File: config.mk
export PLATFORM = sky130hd
export DESIGN_NAME = testbasic14_source
export DESIGN_NICKNAME = d
export VERILOG_FILES = /design/src/rtl/testbasic14_source.sv
export SDC_FILE = /design/constraint.sdc
export NUM_CORES = 1
export LEC_CHECK = 0
export BUFFER_PORTS_ARGS = -buffer_cell sky130_fd_sc_hd__buf_2
export CAP_MARGIN = 30
export CORE_MARGIN = 3
export CORE_UTILIZATION = 47
export CTS_CLUSTER_DIAMETER = 40
export DETAILED_ROUTE_END_ITERATION = 16
export GPL_TIMING_DRIVEN = 0
export PLACE_DENSITY = 0.78
export SLEW_MARGIN = 20
export SYNTH_ARGS = -nofsm -noshare
export SYNTH_HDL_FRONTEND = slang
export SYNTH_SLANG_ARGS = --single-unit
File: constraint.sdc
create_clock -name clk -period 1.61 [get_ports clk]
set_input_delay 0.322 -clock clk [delete_from_list [all_inputs] [get_ports clk]]
set_output_delay 0.322 -clock clk [all_outputs]
set_load 0.005 [all_outputs]
File: src/rtl/testbasic14_source.sv
// Single-slot source stage: captures a signed sample, wraps it with a
// sign flag and an alternating read/write mode, and offers it downstream.
package testbasic14_types;
  typedef enum logic {
    READ  = 1'b0,
    WRITE = 1'b1
  } mode_e;

  typedef struct packed {
    mode_e              mode;
    logic signed [31:0] x;
    logic               y;
  } CompoundType;
endpackage

module testbasic14_source
  import testbasic14_types::*;
(
  input  logic               clk,
  input  logic               rst,
  input  logic signed [31:0] val_in,
  input  logic               val_in_sync,
  output logic               val_in_notify,
  output CompoundType        c_out,
  input  logic               c_out_sync,
  output logic               c_out_notify,
  output logic [15:0]        tx_count
);

  typedef enum logic {
    SECTION_FETCH = 1'b0,
    SECTION_SEND  = 1'b1
  } section_e;

  section_e    section_reg, section_next;
  CompoundType c_out_reg, c_out_next;
  mode_e       mode_reg, mode_next;
  logic        val_in_notify_reg, val_in_notify_next;
  logic        c_out_notify_reg, c_out_notify_next;
  logic [15:0] tx_count_reg, tx_count_next;

  always_ff @(posedge clk or negedge rst) begin
    if (!rst) begin
      section_reg       <= SECTION_FETCH;
      c_out_reg         <= '{mode: READ, x: 32'sd0, y: 1'b0};
      mode_reg          <= READ;
      val_in_notify_reg <= 1'b1;
      c_out_notify_reg  <= 1'b0;
      tx_count_reg      <= 16'h0000;
    end else begin
      section_reg       <= section_next;
      c_out_reg         <= c_out_next;
      mode_reg          <= mode_next;
      val_in_notify_reg <= val_in_notify_next;
      c_out_notify_reg  <= c_out_notify_next;
      tx_count_reg      <= tx_count_next;
    end
  end

  // Every output comes straight from a register, so inputs only act at the edge.
  always_comb begin
    section_next       = section_reg;
    c_out_next         = c_out_reg;
    mode_next          = mode_reg;
    val_in_notify_next = val_in_notify_reg;
    c_out_notify_next  = c_out_notify_reg;
    tx_count_next      = tx_count_reg;
    case (section_reg)
      SECTION_FETCH: begin
        if (val_in_sync) begin
          c_out_next.x       = val_in;
          c_out_next.y       = val_in[31];
          c_out_next.mode    = mode_reg;
          val_in_notify_next = 1'b0;
          c_out_notify_next  = 1'b1;
          section_next       = SECTION_SEND;
        end
      end
      SECTION_SEND: begin
        // val_in_sync is deliberately not looked at here.
        if (c_out_sync) begin
          c_out_notify_next  = 1'b0;
          val_in_notify_next = 1'b1;
          mode_next          = (mode_reg == READ) ? WRITE : READ;
          tx_count_next      = tx_count_reg + 16'd1;
          section_next       = SECTION_FETCH;
        end
      end
      default: section_next = SECTION_FETCH;
    endcase
  end

  assign val_in_notify = val_in_notify_reg;
  assign c_out_notify  = c_out_notify_reg;
  assign c_out         = c_out_reg;
  assign tx_count      = tx_count_reg;

endmodule

# Word level (Yosys, flattened, before mapping)
# Index checks and enable logic that the tools add are counted.
# W data, S select, Z words.
[classes]
n_reduce_logical = 3
n_eq_ne = 2
bitwise = 1
addsub = 1
mux = 10
[ops]
columns = ["operator", "n"]
rows = [
  ["$add A16 B1 Y16 const B", 1],
  ["$mux W1", 7],
  ["$pmux W1 S2", 3],
  ["$reduce_and A2 Y1", 3],
  ["$ne A2 B2 Y1 const B", 2],
  ["$not A1 Y1", 1],
]
[totals]
ff_bits = 54
inputBits = 36
out_inout_bits = 52

# Longest topological paths before layout
[logic_depth]
ltp_word = 3
mapped_depth = 5
ltp_nobuf = 5

# Worst setup path after synthesis
# Ideal clock, no wire load.
[synth_timing]
path_kind = "reg2reg"
start = "register section_reg"
end = "register c_out_reg (netlist bit c_out[10])"
slack_ns = 0.288
t_arrival_ns = 1.195
path_stages_with_launch = 5
synth_period_minus_slack_ns = 1.322
required_ns = 1.482
path_buffers = 2
path_cell_list = "dfrtp_1 -> nor2b_1 -> buf_2 -> buf_2 -> mux2_1"
[synth_via]
elab_chain_len = 2
[synth_rtl]
columns = ["item", "line_no", "source"]
rows = [
  ["start, declared", "35", "section_e section_reg, section_next;"],
  ["start signal, assigned", "51", "section_reg <= section_next;"],
  ["$not A1 Y1 (no line)", "--", ""],
  ["$reduce_and A2 Y1 (no line)", "--", ""],
  ["end signal, assigned", "45", "c_out_reg <= '{mode: READ, x: 32'sd0, y: 1'b0};"],
  ["end signal, assigned", "52", "c_out_reg <= c_out_next;"],
  ["end, declared", "36", "CompoundType c_out_reg, c_out_next;"],
]
# Every way passes these cells.
# A chain may end at the register's enable or synchronous reset.

# Worst setup path after layout
[layout_timing]
start = "register section_reg"
end = "register c_out_reg (netlist bit c_out[16])"
# The elaborated chain is that of the path after synthesis.

==> results.md <==
* VDD IR max at ~0.92 mV
* All-layer global routing usage at between 10% and 20%
* WS Path Type: reg -> reg
* Seq/Total Area, Yosys at between 60% and 70%
* # Max-Cap Violations at 0
* Initial antenna violation count at 0
* # setup viols final at 0
* Area Overhead vs Synth at 29.31%
* # fillers at between 300 and 400
* TritonCTS Sinks at 53
* RSZ-0062 raised after global routing: false
* Post-synthesis cell area at 0.002062 mm^2
* Setup TNS at 0 ps
* DRC viols at 0
* Worst Path Max Fanout at 10
* Simple-Gate Fraction of Synth Area at under 10%
* Setup crit end kind: flip-flop
* Clock transition at path regs at approximately 90 ps
* Cell Int Power at 0.002518 W
* Postcts setup bufs at 0
* Pin count of the biggest net entering global routing at 54
* Post-DRT Antenna Nets at 0
* Pre-CTS setup slack at ~100 ps
* Post-synthesis mux area share at about 19%
* Outcome: finished, final reports clean
* Leakage Power at between 1 and 1.5 nW
* Yosys reg bits at 53
* Hold buffers post-CTS at 0
* Final WS setup at 143.1 ps
* Die area at between 0.005 and 0.006 mm^2
* Worst rel slew slack at 56.75%
* Fmax at 681.7 MHz
* Largest family of logic cells by synthesized area: multiplexers
* Post-synthesis xor/xnor area fraction at approximately 6.8%
* Syn Nets at ~180
* Final-stage net count at approximately 270
* CTS max path bufs at 2
* CTS tree: built
* Worst Tran Pin Value at roughly 650 ps
* Final hold viol count at 0
* Starting Density at about half
* Worst Hold Class: in -> async
* Psw at slightly below 0.001 W
* CP Launch Type: flip-flop
* Share of cells above drive strength 1 at ~45%
* WL/cell at around 14 um
* Ys Warns at 0
* Htree depth at 2
* PD cells at roughly 1300 mW/mm^2
* CTS resizes at 0
* Sequential Power Share at around 54%
* Vias at 1,385
* TritonCTS Buffers at 5
* Total gr overflow at 0
* DIE HEIGHT at 72.24 um
* Skew final at 2.997 ps
* Post-DP HPWL at ~3.1 mm
* Combinational group share of total power at between 20% and 30%
* Ports at 88
* DRT Pass-1 Iters at 4
* Clock power frac at a little under a quarter
* Rows at 23
* Antenna cells at 0
* Number of global-route vias before repair at 1,376
* Placer Congestion at 0.7232
* Final worst path period share at between 90% and 100%
* Number of port buffers at between 80 and 90
* Avg Inst Size Synth at approximately 15 um^2
* Max reg flops at 33
* Net Sw Frac at 27.86%
* Post-synthesis compound-gate area fraction at about 1.2%
* Post-synth cell types at 21
* Post-Route WL at between 3 and 4 mm
* Area of the core at roughly 0.0041 mm^2
* CP arrival at about 1600 ps
* Clock Root Buffer: clkbuf_8
* First DRT Iteration DRCs at 51
* Die width at approximately 72 um
* Final Max Tran Viols at 0
* Syn Inst Count at approximately 140
* Wire length of the first global-routing pass at around 6.5 mm
* DR vias/cell at 4.826
* Synth Area in Adders at 0.6068%
* Crit path time final at approximately 1500 ps
* CP required at roughly 1800 ps
* Clk_lat worst skew at 290 ps
==> placed cells by master, fill, tap and decap left out, drive strengths merged <==
cell type  Yosys  final
buf            5     91
dfrtp         52     52
mux2          34     34
xnor2         14     14
clkbuf         0      8
nand3          7      7
nand2          7      7
nor2           5      5
nand4          4      4
inv            3      3
xor2           2      2
o21ai          2      2
o21a           1      1
nor2b          1      1
and2           1      1
nor3           1      1
o22ai          1      1
ha             1      1
clkinv         0      1
dfstp          1      1
==> cells in the mapped netlist <==
cell type,number,share of area [%]
dfrtp_1,52,63
mux2_1,30,16
xnor2_1,14,5.9
nand3_1,7,1.7
nand2_1,6,1.1
nor2_1,5,0.91
buf_2,4,0.97
mux2_2,4,2.2
nand4_1,4,1.2
inv_1,3,0.55
o21ai_0,2,0.49
xor2_1,2,0.85
and2_1,1,0.30
buf_4,1,0.36
dfstp_2,1,1.3
ha_1,1,0.61
nand2_2,1,0.30
nor2b_1,1,0.30
nor3_4,1,0.79
o21a_1,1,0.36
o22ai_1,1,0.30
==> path summary, 6_finish.rpt <==
check                                  start             to  slack (ps)  cells after the start
worst max-delay path             section_reg      c_out[16]         140                      4
worst max register to register   section_reg      c_out[16]         140                      4
min in group clk                 val_in_sync  val_in_notify         230                      2
worst min-delay path                     rst      c_out[25]          40                      1
worst min register to register  tx_count[15]   tx_count[15]         470                      1
max in group asynchronous                rst    tx_count[8]        1130                      1
==> metrics by stage <==
step	power [W]	std cells	hold slack, ps	cell area (um^2)	util, %
2_1_floorplan	0.002265	142	26.41	2062	-
3_5_place_dp	0.002752	279	393.4	2562	62.27
6_report	0.003490	287	41.38	2666	64.79
3_3_place_gp	0.002696	279	455.1	2560	62.21
5_1_grt	0.003726	287	92.09	2666	64.79
4_1_cts	0.003547	287	65.28	2664	64.73
==> power groups by stage <==
stage	logic, W	registers, W	clock network [W]
4_1_cts	0.000851	0.00188	0.000821
6_report	0.000828	0.00187	0.000789
5_1_grt	0.000921	0.00193	0.000879
3_5_place_dp	0.000852	0.00190	0
3_3_place_gp	0.000818	0.00188	0
2_1_floorplan	0.000357	0.00191	0
==> cells by family after synthesis <==
logic type                 count (synthesis)
adders and majority gates                  1
buffers and inverters                      8
DFF                                       53
AOI/OAI and AO/OA                          4
xor gates and xnor gates                  16
muxes                                     34
and+or+nand+nor                           26
==> area by class of cell <==
cell class	count	area [um^2]	share of cell area (%)
Clock buffer	7	96.34	3.613
Buffer	5	30.03	1.126
Tap cell	50	62.56	2.346
Inverter	3	11.26	0.4223
Clock inverter	1	5.005	0.1877
Multi-Input combinational cell	81	695.7	26.09
Sequential cell	53	1328	49.79
Timing Repair Buffer	87	437.9	16.42
==> routing by layer <==
layer	share of wire (%)	track usage, %	vias up
met5	0	0	-
met1	44	21.09	656
met4	0.84	5.637	0
met3	8.8	4.155	5
met2	47	26.69	56
li1	-	-	668
==> worst max-delay path, cell delays in order (launching register included) <==
cell	delay, ps
dfrtp_1	440
nor2b_1	120
buf_2	170
buf_2	260
mux2_1	360
No activity file was read; power rests on OpenSTA's default activity.
